## src/rtl/ahb_pkg.sv

```systemverilog
// Shared AHB-Lite encodings and default-subordinate state type for the response mux.
package ahb_pkg;

  localparam logic [1:0] HTRANS_IDLE   = 2'b00;
  localparam logic [1:0] HTRANS_BUSY   = 2'b01;
  localparam logic [1:0] HTRANS_NONSEQ = 2'b10;
  localparam logic [1:0] HTRANS_SEQ    = 2'b11;

  localparam logic HRESP_OKAY  = 1'b0;
  localparam logic HRESP_ERROR = 1'b1;

  typedef enum logic [1:0] {
    DS_IDLE = 2'b00,
    DS_ERR1 = 2'b01,
    DS_ERR2 = 2'b10
  } ds_state_t;

  // A select vector is faulty when more than one slot is hot, or when none is hot for a real transfer.
  function automatic logic sel_fault(input logic [3:0] sel, input logic active);
    logic multi_hot;
    multi_hot = ((sel & (sel - 4'd1)) != 4'd0);
    return multi_hot || ((sel == 4'd0) && active);
  endfunction

endpackage

```

## src/rtl/ahb_default_sub.sv

```systemverilog
// Default subordinate: zero-wait OKAY for IDLE/BUSY, two-cycle ERROR for NONSEQ/SEQ.
module ahb_default_sub
  import ahb_pkg::*;
#(
  parameter int DATA_WIDTH = 32
) (
  input  logic                  HCLK,
  input  logic                  HRESETn,
  input  logic                  hready,
  input  logic                  err_req,
  output logic                  hreadyout,
  output logic                  hresp,
  output logic [DATA_WIDTH-1:0] hrdata
);

  ds_state_t state_r;
  logic      hreadyout_r;
  logic      hresp_r;

  // Error-response FSM; outputs are registered alongside the state.
  always_ff @(posedge HCLK or negedge HRESETn) begin
    if (!HRESETn) begin
      state_r     <= DS_IDLE;
      hreadyout_r <= 1'b1;
      hresp_r     <= HRESP_OKAY;
    end else begin
      case (state_r)
        DS_IDLE: begin
          if (hready && err_req) begin
            state_r     <= DS_ERR1;
            hreadyout_r <= 1'b0;
            hresp_r     <= HRESP_ERROR;
          end else begin
            state_r     <= DS_IDLE;
            hreadyout_r <= 1'b1;
            hresp_r     <= HRESP_OKAY;
          end
        end
        DS_ERR1: begin
          state_r     <= DS_ERR2;
          hreadyout_r <= 1'b1;
          hresp_r     <= HRESP_ERROR;
        end
        DS_ERR2: begin
          // The next address phase is accepted here, so a new error can follow with no OKAY gap.
          if (hready && err_req) begin
            state_r     <= DS_ERR1;
            hreadyout_r <= 1'b0;
            hresp_r     <= HRESP_ERROR;
          end else begin
            state_r     <= DS_IDLE;
            hreadyout_r <= 1'b1;
            hresp_r     <= HRESP_OKAY;
          end
        end
        default: begin
          state_r     <= DS_IDLE;
          hreadyout_r <= 1'b1;
          hresp_r     <= HRESP_OKAY;
        end
      endcase
    end
  end

  assign hreadyout = hreadyout_r;
  assign hresp     = hresp_r;
  assign hrdata    = {DATA_WIDTH{1'b0}};

endmodule

```

## src/rtl/ahb_response_mux.sv

```systemverilog
// AHB-Lite response mux: registers the address-phase select and routes the data-phase response.
// Optional select-fault checking and the SEL_ERR port are enabled by AHB_MUX_SEL_CHECK_EN.
module ahb_response_mux
  import ahb_pkg::*;
#(
  parameter int DATA_WIDTH         = 32,
  parameter int NO_OF_SUBORDINATES = 4
) (
  input  logic                  HCLK,
  input  logic                  HRESETn,
  input  logic                  HSEL0,
  input  logic                  HSEL1,
  input  logic                  HSEL2,
  input  logic                  HSELd,
  input  logic [1:0]            HTRANS,
  input  logic [DATA_WIDTH-1:0] HRDATA0,
  input  logic [DATA_WIDTH-1:0] HRDATA1,
  input  logic [DATA_WIDTH-1:0] HRDATA2,
  input  logic                  HREADYOUT0,
  input  logic                  HREADYOUT1,
  input  logic                  HREADYOUT2,
  input  logic                  HRESP0,
  input  logic                  HRESP1,
  input  logic                  HRESP2,
  output logic [DATA_WIDTH-1:0] HRDATA,
  output logic                  HREADY,
`ifdef AHB_MUX_SEL_CHECK_EN
  output logic                  SEL_ERR,
`endif
  output logic                  HRESP
);

  logic [NO_OF_SUBORDINATES-1:0] sel_in_s;
  logic [NO_OF_SUBORDINATES-1:0] sel_r;
  logic                          active_s;
  logic                          err_req_s;
  logic                          hreadyout_d_s;
  logic                          hresp_d_s;
  logic [DATA_WIDTH-1:0]         hrdata_d_s;
  logic [DATA_WIDTH-1:0]         hrdata_s;
  logic                          hready_s;
  logic                          hresp_s;

  assign sel_in_s = {HSELd, HSEL2, HSEL1, HSEL0};

  // Classify the manager's transfer type.
  always_comb begin
    active_s = 1'b0;
    case (HTRANS)
      HTRANS_IDLE, HTRANS_BUSY:  active_s = 1'b0;
      HTRANS_NONSEQ, HTRANS_SEQ: active_s = 1'b1;
      default:                   active_s = 1'b0;
    endcase
  end

  // Data-phase select: captured on each accepted address phase, frozen during wait states.
  always_ff @(posedge HCLK or negedge HRESETn) begin
    if (!HRESETn) begin
      sel_r <= {NO_OF_SUBORDINATES{1'b0}};
    end else if (HREADY) begin
      sel_r <= sel_in_s;
    end else begin
      sel_r <= sel_r;
    end
  end

`ifdef AHB_MUX_SEL_CHECK_EN
  logic fault_s;
  logic fault_r;
  logic sel_err_r;

  assign fault_s   = sel_fault(sel_in_s, active_s);
  assign err_req_s = (HSELd && active_s) || fault_s;

  // Data-phase fault marker and sticky fault flag, cleared only by reset.
  always_ff @(posedge HCLK or negedge HRESETn) begin
    if (!HRESETn) begin
      fault_r   <= 1'b0;
      sel_err_r <= 1'b0;
    end else if (HREADY) begin
      fault_r   <= fault_s;
      sel_err_r <= sel_err_r | fault_s;
    end else begin
      fault_r   <= fault_r;
      sel_err_r <= sel_err_r;
    end
  end

  assign SEL_ERR = sel_err_r;
`else
  assign err_req_s = HSELd && active_s;
`endif

  ahb_default_sub #(
    .DATA_WIDTH (DATA_WIDTH)
  ) u_default_sub (
    .HCLK      (HCLK),
    .HRESETn   (HRESETn),
    .hready    (HREADY),
    .err_req   (err_req_s),
    .hreadyout (hreadyout_d_s),
    .hresp     (hresp_d_s),
    .hrdata    (hrdata_d_s)
  );

  // Response mux: depends only on registered select, so HREADY never loops through HSELx.
  always_comb begin
    hrdata_s = {DATA_WIDTH{1'b0}};
    hready_s = 1'b1;
    hresp_s  = HRESP_OKAY;
`ifdef AHB_MUX_SEL_CHECK_EN
    if (fault_r) begin
      hrdata_s = hrdata_d_s;
      hready_s = hreadyout_d_s;
      hresp_s  = hresp_d_s;
    end else
`endif
    if (sel_r[0]) begin
      hrdata_s = HRDATA0;
      hready_s = HREADYOUT0;
      hresp_s  = HRESP0;
    end else if (sel_r[1]) begin
      hrdata_s = HRDATA1;
      hready_s = HREADYOUT1;
      hresp_s  = HRESP1;
    end else if (sel_r[2]) begin
      hrdata_s = HRDATA2;
      hready_s = HREADYOUT2;
      hresp_s  = HRESP2;
    end else if (sel_r[3]) begin
      hrdata_s = hrdata_d_s;
      hready_s = hreadyout_d_s;
      hresp_s  = hresp_d_s;
    end else begin
      hrdata_s = {DATA_WIDTH{1'b0}};
      hready_s = 1'b1;
      hresp_s  = HRESP_OKAY;
    end
  end

  assign HRDATA = hrdata_s;
  assign HREADY = hready_s;
  assign HRESP  = hresp_s;

endmodule

```

## config.mk

```make
export PLATFORM = sky130hd
export DESIGN_NAME = ahb_response_mux
export DESIGN_NICKNAME = d
export VERILOG_FILES = /design/src/rtl/ahb_pkg.sv /design/src/rtl/ahb_default_sub.sv /design/src/rtl/ahb_response_mux.sv
export SDC_FILE = /design/constraint.sdc
export NUM_CORES = 1
export LEC_CHECK = 0
export ABC_AREA = 1
export CAP_MARGIN = 40
export CORE_MARGIN = 2
export CORE_UTILIZATION = 23
export DETAILED_ROUTE_END_ITERATION = 8
export PLACE_DENSITY = 0.76
export SYNTH_ARGS = -nofsm -noshare
export SYNTH_HDL_FRONTEND = slang
export SYNTH_SLANG_ARGS = --single-unit
```

## constraint.sdc

```tcl
create_clock -name HCLK -period 1.25 [get_ports HCLK]
set_clock_uncertainty 0.2 [all_clocks]
set_input_delay 0.125 -clock HCLK [delete_from_list [all_inputs] [get_ports HCLK]]
set_output_delay 0.125 -clock HCLK [all_outputs]
set_load 0.05 [all_outputs]
```

======== Yosys cells after proc, flatten, opt, wreduce, memory -nomap -nowiden ========
Cells that the tools add are included.
cells by class
  multiplexer cells ....................... 18
  eq/ne operators ......................... 5
  reduce and logical (&&, ||, !) cells .... 7
operator list
  operator                                                                number
  32-bit two-way mux                                                      3
  1-bit two-way mux                                                       12
  2-bit equality test (second input constant)                             3
  2-bit OR reduction                                                      3
  2-bit by 1-bit equality test with 1-bit output (second input constant)  2
  2-bit logical NOT                                                       2
  1-bit case mux with 2 select lines                                      2
  2-bit case mux with 2 select lines                                      1
  1-bit logical AND                                                       2
storage, ports and cells
  bits of input ports ..................... 110
  output and inout bits ................... 34
  bits in registers ....................... 8

======== Longest topological paths before layout ========
Gate-level depths: netlist (run 1).
  depth in word-level cells ............... 7
  depth in mapped cells ................... 7

======== By module ========
Synthesis (run 1) repeated with hierarchy kept, for this count alone.
unflattened totals
  cells, all modules ...................... 331
  area total of the unflattened synthesis .. 1734.2 um^2
modules (own cells, without submodules)
  module            area each (um^2)  cells each  instances  sequential area each (um^2)
  ahb_response_mux  1356.3            287         1          100.1
  ahb_default_sub   377.9             44          1          101.3

======== Least setup slack after synthesis (run 1) ========
No wires, ideal clock.
  path kind ............................... reg-to-output
  from .................................... register sel_r[1]
  to ...................................... output HRDATA[23]
  arrival time ............................ 1598 ps
  path slack .............................. -673 ps
  cell stages (with the launch flop) ...... 6
  buffers on the path ..................... 2
  cell sequence ........................... dfrtp_1 > buf_6 > inv_4 > buf_2 > nand3_1 > a21oi_1
between the ends
  cells in the longest elaborated chain, start to end .. 2
ends and longest elaborated chain
  element                 line                     source
  from (decl)             ahb_response_mux.sv:34   logic [NO_OF_SUBORDINATES-1:0] sel_r;
  from (signal assigned)  ahb_response_mux.sv:59   sel_r <= {NO_OF_SUBORDINATES{1'b0}};
  from (signal assigned)  ahb_response_mux.sv:61   sel_r <= sel_in_s;
  from (signal assigned)  ahb_response_mux.sv:63   sel_r <= sel_r;
  32-bit two-way mux      ahb_response_mux.sv:122  end else if (sel_r[1]) begin
  32-bit two-way mux      ahb_response_mux.sv:118  if (sel_r[0]) begin
  to (decl)               ahb_response_mux.sv:25   output logic [DATA_WIDTH-1:0] HRDATA,
Every way passes these cells.

======== Worst setup path after layout (run 1) ========
  from .................................... register sel_r[1]
  to ...................................... output HREADY
between the ends
  cells in the longest elaborated chain, start to end .. 2
ends and longest elaborated chain
  element            line                     source
  1-bit two-way mux  ahb_response_mux.sv:122
  1-bit two-way mux  ahb_response_mux.sv:118
  to (decl)          ahb_response_mux.sv:26   output logic HREADY,
Every way passes these cells.

==> results of run 1 <==
logic make-up after synthesis:
kind of cell	Yosys count
buffers and inverters	26
AOI/OAI and AO/OA	70
DFF	8
and+or+nand+nor	86
repair_timing:
action	4_1_cts	5_1_grt
cloned	3	0
pin swaps	1	1
hold endpoints to repair	7	0
buffers inserted	3	0
gates resized for setup	64	3
hold buffers	1	0
endpoints found under the setup margin	41	45
critical path: stages, from the launching register on:
cell	delay (ps)
dfrtp_2	440
buf_12	160
inv_6	100
nand3b_2	100
nand3_4	130
nand2_8	80
buf_12	160
how the worst max path moves through the flow:
stage	from	to	cells past startpoint	slack, ps
2_1_floorplan	sel_r[1]$_DFFE_PN0P_	HRDATA[12]	5	-190
3_3_place_gp	sel_r[1]$_DFFE_PN0P_	HRDATA[0]	4	-300
3_5_place_dp	sel_r[1]$_DFFE_PN0P_	HRDATA[0]	4	-340
4_1_cts	sel_r[1]$_DFFE_PN0P_	HRDATA[24]	6	-500
5_1_grt	sel_r[1]$_DFFE_PN0P_	HRDATA[22]	6	-540
6_report	sel_r[1]$_DFFE_PN0P_	HREADY	6	-470
area by class of cell:
cell class / count / share of cell area [%]
Timing Repair Buffer: 162 / 49.16
Multi-Input combinational cell: 156 / 39.69
Sequential cell: 8 / 5.859
Tap cell: 52 / 1.858
Inverter: 8 / 1.322
Clock buffer: 4 / 1.286
Timing Repair inverter: 3 / 0.8217
sequential cells by signal, summed over array words and instances, names as in the netlist:
signal                   flops
u_default_sub.state_r        2
u_default_sub.hresp          1
sel_r                        4
u_default_sub.hreadyout      1
stage by stage:
step	hold WS [ps]	setup TNS, ps	instance area [um^2]	utilization, %	total power (uW)
after floorplan	-370.6	-6499	1663	-	6679
after global placement	197.3	-10520	3133	70.50	8869
after global routing	58.60	-18250	3502	78.80	10960
after detailed placement	221.3	-11610	3133	70.50	8968
final	33.08	-16110	3502	78.80	10470
after CTS	226.6	-16540	3501	78.77	10480
layout by cell type, fill, tap and decap left out, drive strengths merged:
master / count
clkdlybuf4s50: 107
a21oi: 67
buf: 54
nor2: 36
nand3: 35
nand2: 14
inv: 11
dfrtp: 7
clkbuf: 4
o21ai: 3
nand3b: 1
dlygate4sd3: 1
dfstp: 1
per-layer routing:
metal | share of wire (%) | track usage [%] | vias to the layer above
li1 | - | - | 959
met1 | 40 | 26.95 | 931
met2 | 50 | 41.62 | 98
met3 | 8.3 | 3.315 | 11
met4 | 2.3 | 7.202 | 0
met5 | 0 | 0 | -
power groups by stage:
stage | Combinational (uW) | Clock (uW) | Sequential (uW)
4_1_cts | 9660 | 346 | 478
6_report | 9660 | 336 | 476
3_5_place_dp | 8490 | 0 | 475
5_1_grt | 10100 | 361 | 494
2_1_floorplan | 6290 | 0 | 386
3_3_place_gp | 8400 | 0 | 470
==> impl_results.md, run 1 <==
- Total CTS buffers: 3
- Gr ovfl total: 0
- Max-cap viol count: 0
- Register area share after synthesis: 18.61%
- GR Util All Layers: 22.69%
- Clock Path Buffers: 2
- VDD IR max: 1.805 mV
- Initial core utilization: 24.35%
- Final worst slack: -473.3 ps
- Vias: 1999
- Row count: 24
- Fmax: 0.5803 GHz
- Simple-Gate Fraction of Synth Area: 36.18%
- Die height: 72.60 um
- Worst R2R Path Depth: 7
- Avg Inst Size Synth: 5.696 um^2
- Sequential share of power: 4.5%
- Post-synth EDFFs: 0
- Final HPWL DP: 4636 um
- Min cycle time layout: 1723 ps
- DRT Pass-1 Iters: 4
- Mapped Area: 1082 um^2
- Ys Warns: 0
- Synth Register Bits: 8
- IO Port Bufs: 142
- Synthesized-area fraction occupied by adder cells: 0%
- Sink Count: 8
- Worst Setup End Kind: output port
- Crit Path Category: reg -> out
- Top post-synthesis cells by area: a21oi_1 31%, dfrtp_1 16%, nand3_1 15%
- Worst slew pin tran: 354.1 ps
- Layout cells sized above 1: 45.16%
- Vias in the first global route: 2061
- Post-synthesis mux area share: 0%
- Worst Path Required: 930 ps
- Die width: 72.60 um
- Largest net degree at the start of global routing: 19
- Synth Net Count: 300
- Failing checks: setup timing
- # IOs: 144
- CTS clk-pin slew, worst paths: 40 ps
- Capture point of the worst reg-to-reg path: sel_r[0]$_DFFE_PN0P_
- DRT iter0 DRCs: 77
- Worst skew pair latency: 240 ps
- Pwr dens: 2989 nW/um^2
- RSZ-0062 raised after global routing: yes
- Synth top area share: 30.52%
- Status: finished, violations left
- Cell-internal power: 4441 uW
- Leakage: 0.001306 uW
- Final setup violation count: 41
- Max Slew Vio Count: 0
- CP Launch Type: register
- H-tree levels: 1
- Top cells by instance count after synthesis: 66 x a21oi_1, 36 x nor2_1, 33 x nand3_1
- Cells after Synth: 190
- Synth Area in Compound Gates: 32.72%
- Xor and xnor fraction of the mapped netlist area: 0%
- Largest area contributor in the netlist: a21oi_1
- Ys async rst share: 100.0%
- Multi-input combinational cell area: 1390 um^2
- Final worst path period share: 137.9%
- RR Startpoint: sel_r[1]$_DFFE_PN0P_
- DP Worst Slack: -339.1 ps
- Most frequent cell after synthesis: a21oi_1
- Wirelength per Cell: 15.44 um
- Area growth, synth to finish: 223.6%
- Sequential cell area: 205.2 um^2
- Final std cells w/o fill: 393
- Sw Pwr: 6028 uW
- Critical path arrival: 1400 ps
- Crit path max fanout: 9
- Combinational group share of total power: 92.2%
- Vias per cell: 5.087
- Placed cell count: 383
- ANT cells: 0
- DR DRC count: 0
- Sw frac: 57.58%
- DRT Wirelength: 6066 um
- Root buffer cell: clkbuf_8
- FILL cells: 309
- DRT antenna net count: 0
- Nets: 452
- Initial antenna violation count: 0
- Synth cell types: 16
- Reg-to-reg setup timing slack: -230 ps
- Clock power share: 3.2%
- RD Place Congestion: 0.8323
- Die area: 5270 um^2
- Headroom to the max-slew limit: 76.31%
- Fin. Hold Viols: 0
- Main synth FF type: dfrtp_1
- Core Box Area: 4444 um^2
- First-pass GRT wire length: 9604 um
- Combinational family with the most area after synthesis: simple AND/OR/NAND/NOR gates
- Worst Hold Class: in -> async
- CTS tree: done
Note: power is estimated with default switching activity, not from simulation.
==> run 2, diff against run 1 <==
--- a/config.mk
+++ b/config.mk
@@ -7,6 +7,7 @@
 export LEC_CHECK = 0
 export ABC_AREA = 1
 export CAP_MARGIN = 40
+export CORE_ASPECT_RATIO = 0.8
 export CORE_MARGIN = 2
 export CORE_UTILIZATION = 23
 export DETAILED_ROUTE_END_ITERATION = 8
==> impl_results.md, run 2 (synthesized netlist as in run 1, its figures left out) <==
- Status: finished, violations left
- Failing checks: hold timing, setup timing
- Worst skew pair latency: 230 ps
- Crit path max fanout: 8
- CP max stage cell: dfrtp_2
- Combinational group share of total power: 92.1%
- VDD IR max: 1.596 mV
- RD Place Congestion: 0.7158
- Vias: 1942
- RSZ-0062 raised after global routing: yes
- Crit Path Category: reg -> out
- Die area: 5274 um^2
- Sw Pwr: 6131 uW
- Final worst slack: -452.0 ps
- Root buffer cell: clkbuf_8
- DRT Wirelength: 6078 um
- Largest register by flop count: sel_r
- Initial core utilization: 23.69%
- Leakage: 0.001318 uW
- Worst hold slack: -32.57 ps
- Nets: 450
- DRT antenna net count: 0
- Core Box Area: 4569 um^2
- Worst Hold Class: in -> async
- Critical path arrival: 1380 ps
- Cell-internal power: 4671 uW
- Commonest cells after routing, fill and taps aside: 108 x clkdlybuf4s50_1, 35 x buf_6, 34 x a21oi_4, 34 x nor2_1, 33 x a21oi_2
- Row count: 22
- IO Port Bufs: 142
- Wirelength per Cell: 15.23 um
- CP Launch Type: register
- # IOs: 144
- Max-cap viol count: 0
- Sw frac: 56.76%
- ANT cells: 0
- Worst Setup End Kind: output port
- Final TNS setup: -16300 ps
- Largest net degree at the start of global routing: 21
- GR Util All Layers: 22.12%
- Layout cells sized above 1: 50.74%
- Fmax: 0.5875 GHz
- Total CTS buffers: 3
- Clock power share: 3.0%
- Gr ovfl total: 0
- Pwr dens: 2973 nW/um^2
- Number of flip-flops in the largest register: 4
- Top Registers: sel_r: 4 flops, u_default_sub.state_r: 2 flops
- Crit-path cells: inv_8, buf_6, nand3b_2, nand3_4, nand2_8, buf_12
- H-tree levels: 1
- Worst Path Required: 930 ps
- Vias per cell: 4.867
- Fin. Hold Viols: 7
- Max Slew Vio Count: 0
- Sink Count: 8
- Area growth, synth to finish: 235.7%
- Min cycle time layout: 1702 ps
- Util after Layout: 79.52%
- DR DRC count: 0
- Final setup violation count: 41
- Die height: 65.36 um
- Max incr delay on CP: 470 ps
- Power after layout: 10800 uW
- Final HPWL DP: 4561 um
- DRT iter0 DRCs: 41
- CTS tree: done
- CTS clk-pin slew, worst paths: 50 ps
- Final worst path period share: 136.2%
- Clock Path Buffers: 2
- Sequential share of power: 5.0%
- Vias in the first global route: 1976
- DRT Pass-1 Iters: 4
- First-pass GRT wire length: 9287 um
- Headroom to the max-slew limit: 77.14%
- Worst slew pin tran: 341.9 ps
- Initial antenna violation count: 0
- Die width: 80.70 um
- Most common cell after layout, fill and taps aside: clkdlybuf4s50_1
-- run 2: routing by layer --
layer | vias up | global-route usage (%) | part of all wire [%]
li1 | 951 | - | -
met1 | 906 | 25.94 | 39
met2 | 81 | 41.46 | 51
met3 | 4 | 5.357 | 9.3
met4 | 0 | 3.178 | 0.39
met5 | - | 0 | 0
-- run 2: timing repair --
item	CTS	global route
endpoints found under the setup margin	41	41
hold endpoints to repair	7	0
buffers inserted	1	0
gates resized for setup	65	36
pin swaps	1	5
-- run 2: final timing paths --
| path | startpoint | endpoint | slack [ps] | cells after the start |
|---|---|---|---|---|
| min reg2reg | u_default_sub.state_r[1]$_DFF_PN0_ | u_default_sub.state_r[1]$_DFF_PN0_ | 200 | 1 |
| min in group HCLK | u_default_sub.state_r[1]$_DFF_PN0_ | u_default_sub.state_r[1]$_DFF_PN0_ | 200 | 1 |
| max | sel_r[1]$_DFFE_PN0P_ | HREADY | -450 | 6 |
| max reg2reg | sel_r[1]$_DFFE_PN0P_ | sel_r[0]$_DFFE_PN0P_ | -320 | 8 |
| min | HRESETn | u_default_sub.state_r[1]$_DFF_PN0_ | -30 | 1 |
| max in group asynchronous | HRESETn | u_default_sub.hreadyout$_DFF_PN1_ | 580 | 1 |
-- run 2: critical path: cells and delay by family, from the launching register on --
kind          cells  cell delay, ps
buf+inv           3             380
flops             1             470
simple gates      3             290
-- run 2: layout make-up --
cell class	instances	area, um^2
well taps	60	75.07
clock buffers	4	45.04
fillers	292	935.9
flip-flops and latches	8	205.2
multi-input cells	156	1490
inverters	8	40.04
repair buffers	163	1778
-- run 2: through the flow --
stage                     area, um^2  instances  worst slack (ps)
after floorplan                 1663        190            -189.6
after global placement          3178        394            -304.9
after detailed placement        3178        394            -327.7
after CTS                       3476        399            -476.3
after global routing            3633        399            -500.3
final                           3633        399            -452.0
-- run 2: power groups by stage --
stage | clock [uW] | combinational [uW] | sequential [uW]
final | 321 | 9950 | 535
after global routing | 341 | 10400 | 555
after CTS | 330 | 9510 | 519
after detailed placement | 0 | 8600 | 508
after global placement | 0 | 8540 | 497
after floorplan | 0 | 6290 | 386
==> patch (flow settings as in run 2) <==
Re-encode `ds_state_t` (3 states) as one-hot, 3 bits wide.
--- a/src/rtl/ahb_pkg.sv
+++ b/src/rtl/ahb_pkg.sv
@@ -11,6 +11,6 @@
 
-  typedef enum logic [1:0] {
-    DS_IDLE = 2'b00,
-    DS_ERR1 = 2'b01,
-    DS_ERR2 = 2'b10
+  typedef enum logic [2:0] {
+    DS_IDLE = 3'b001,
+    DS_ERR1 = 3'b010,
+    DS_ERR2 = 3'b100
   } ds_state_t;
Check against the original RTL: no difference found for any inputs over 10 cycles, from zero or initial values and one cycle with HRESETn low; not proved beyond that.
==> patch against run 2 <==
The flow still finishes with violations (hold timing, setup timing); count of clock-buffer cells in the layout unchanged; non-clock buffer count down 1; final area up 1.4%; setup slack worse by 0.093 ns; fmax down 5.2%; routed wire length down 9.3%; sequential cell count up 1; total power down 1.8%; utilization down 6.3 points; area after synthesis up 11%; largest cell class unchanged; highest routed layer is now met3.
==> patch: results (changes against run 2) <==
Leakage Power -> 1.415 nW (+7.4%)
Library cells used by synthesis -> 24 (+8)
Final GP Congestion -> 0.8522 (+19%)
Synth area leaders -> a22oi_2 21%, dfrtp_1 15%, nand2_1 14%, o21ai_1 12%, a22oi_1 7.5%
Initial antenna violation count -> 0 (unchanged)
Met3 wire len -> 398 um (-30%)
Worst-path fanout max -> 16 (+8)
Mapped Nets -> 272 (-9.3%)
Met1 wire length -> 2196 um (-6.9%)
Met2 WL -> 2918 um (-6.7%)
Seq power -> 0.587 mW (+9.7%)
Detail Placement HPWL -> 4621 um (+1.3%)
Gr usage total -> 0.1752 (-0.04598)
Final wirelength -> 5514 um (-9.3%)
Final worst slack -> -0.5446 ns (-0.09255 ns)
Post-synthesis adder-cell area fraction -> 0 (unchanged)
First-pass GRT wire length -> 8335 um (-10%)
Initial drt markers -> 44 (+7.3%)
Final nets -> 425 (-5.6%)
Post-synth top cells -> 44 x nand2_1, 30 x o21ai_1, 20 x a22oi_2
Fraction of layout cells with a size suffix above 1 -> 0.4427 (-0.06470)
Area occupied by multi-input gates -> 1274 sq um (-15%)
Bufs on Longest Clock Path -> 2 (unchanged)
Largest net degree at the start of global routing -> 25 (+19%)
GR Util met2 -> 0.3350 (-0.07962)
Peak supply drop -> 1895 uV (+19%)
Worst-Skew Late Latency -> 0.22 ns
Rel. slew slack -> 0.7299 (-0.04142)
Final hold slack -> -0.004347 ns (+0.02822 ns)
Final Hold Fails -> 7 (unchanged)
Max H-tree Level -> 1 (unchanged)
Int Power -> 5.209 mW (+12%)
Vias/cell -> 4.795 (-1.5%)
Vias in the first global route -> 1799 (-9.0%)
Setup-failing EPs final -> 42 (+2.4%)
Placed cell area -> 3500 sq um (+10%)
Filler cell count -> 366 (+25%)
Area share of the leading cell type in the synthesized netlist -> 0.2075 (-0.09773)
IO buf count -> 142 (unchanged)
WP data arrival -> 1.47 ns (+0.09 ns)
Met1 usage -> 0.2175 (-0.04199)
Num CTS Buffers -> 3 (unchanged)
Failing checks -> hold timing, setup timing
Met3 GRT Util -> 0.02976 (-0.02381)
Count leader, synth -> nand2_1
Highest routed layer -> met3
Status -> finished with violations
Place WS -> -0.3422 ns (-0.01458 ns)
Synth Area in Compound Gates -> 0.4409 (+0.1137)
Combinational Power -> 9.70 mW (-2.5%)
Top flop regs -> sel_r x4, u_default_sub.state_r x3
Seq/Total Area, Yosys -> 0.1888 (+0.002670)
patch: changes by cell type in the layout (fill, tap and decap cells not counted), moves of 6 or more:
| cell | run 2 | this run |
|---|---|---|
| nand2_1 | 9 | 43 |
| buf_8 | 7 | 1 |
| buf_6 | 35 | 7 |
| nor2_1 | 34 | 2 |
| nand3_4 | 7 | 1 |
| nand3_2 | 26 | 0 |
| a22oi_2 | 0 | 31 |
| buf_12 | 8 | 40 |
| a21oi_4 | 34 | 2 |
| o21ai_4 | 0 | 31 |
| a21oi_2 | 33 | 0 |
patch: worst paths after layout:
check,to,slack [ns],cells after the start
hold / removal,sel_r[3],-0.004,1
hold reg to reg,u_default_sub.hresp,0.32,2
setup / recovery,HRDATA[15],-0.54,5
min in group HCLK,sel_r[1],0.26,3
setup reg to reg,sel_r[0],-0.40,8
max in group asynchronous,u_default_sub.state_r[0],0.54,1
patch: final cells by class:
type                            instances  area share
Timing Repair Buffer                  162      0.5482
Clock buffer                            4     0.01222
Sequential cell                         9     0.06314
Inverter                                9    0.009844
Multi-Input combinational cell        130      0.3456
Tap cell                               62     0.02105
patch: per-stage QoR:
step / total power [mW] / setup TNS [ns] / instances
after CTS: 10.50 / -19.32 / 373
after global routing: 11.06 / -21.49 / 376
after floorplan: 5.988 / -9.682 / 162
after global placement: 9.802 / -11.04 / 367
after detailed placement: 9.922 / -12.07 / 367
final: 10.61 / -19.41 / 376
patch: what timing repair did:
action | in CTS | in global routing
setup buffers | 2 | 3
endpoints found under the setup margin | 42 | 42
pin swaps | 3 | 0
gates resized for setup | 16 | 7
hold endpoints to repair | 0 | 0
patch: logic make-up after synthesis:
group | count (synthesis)
buffers and inverters | 23
AO/OA/AOI/OAI | 68
AND/OR/NAND/NOR | 62
flip-flops | 9
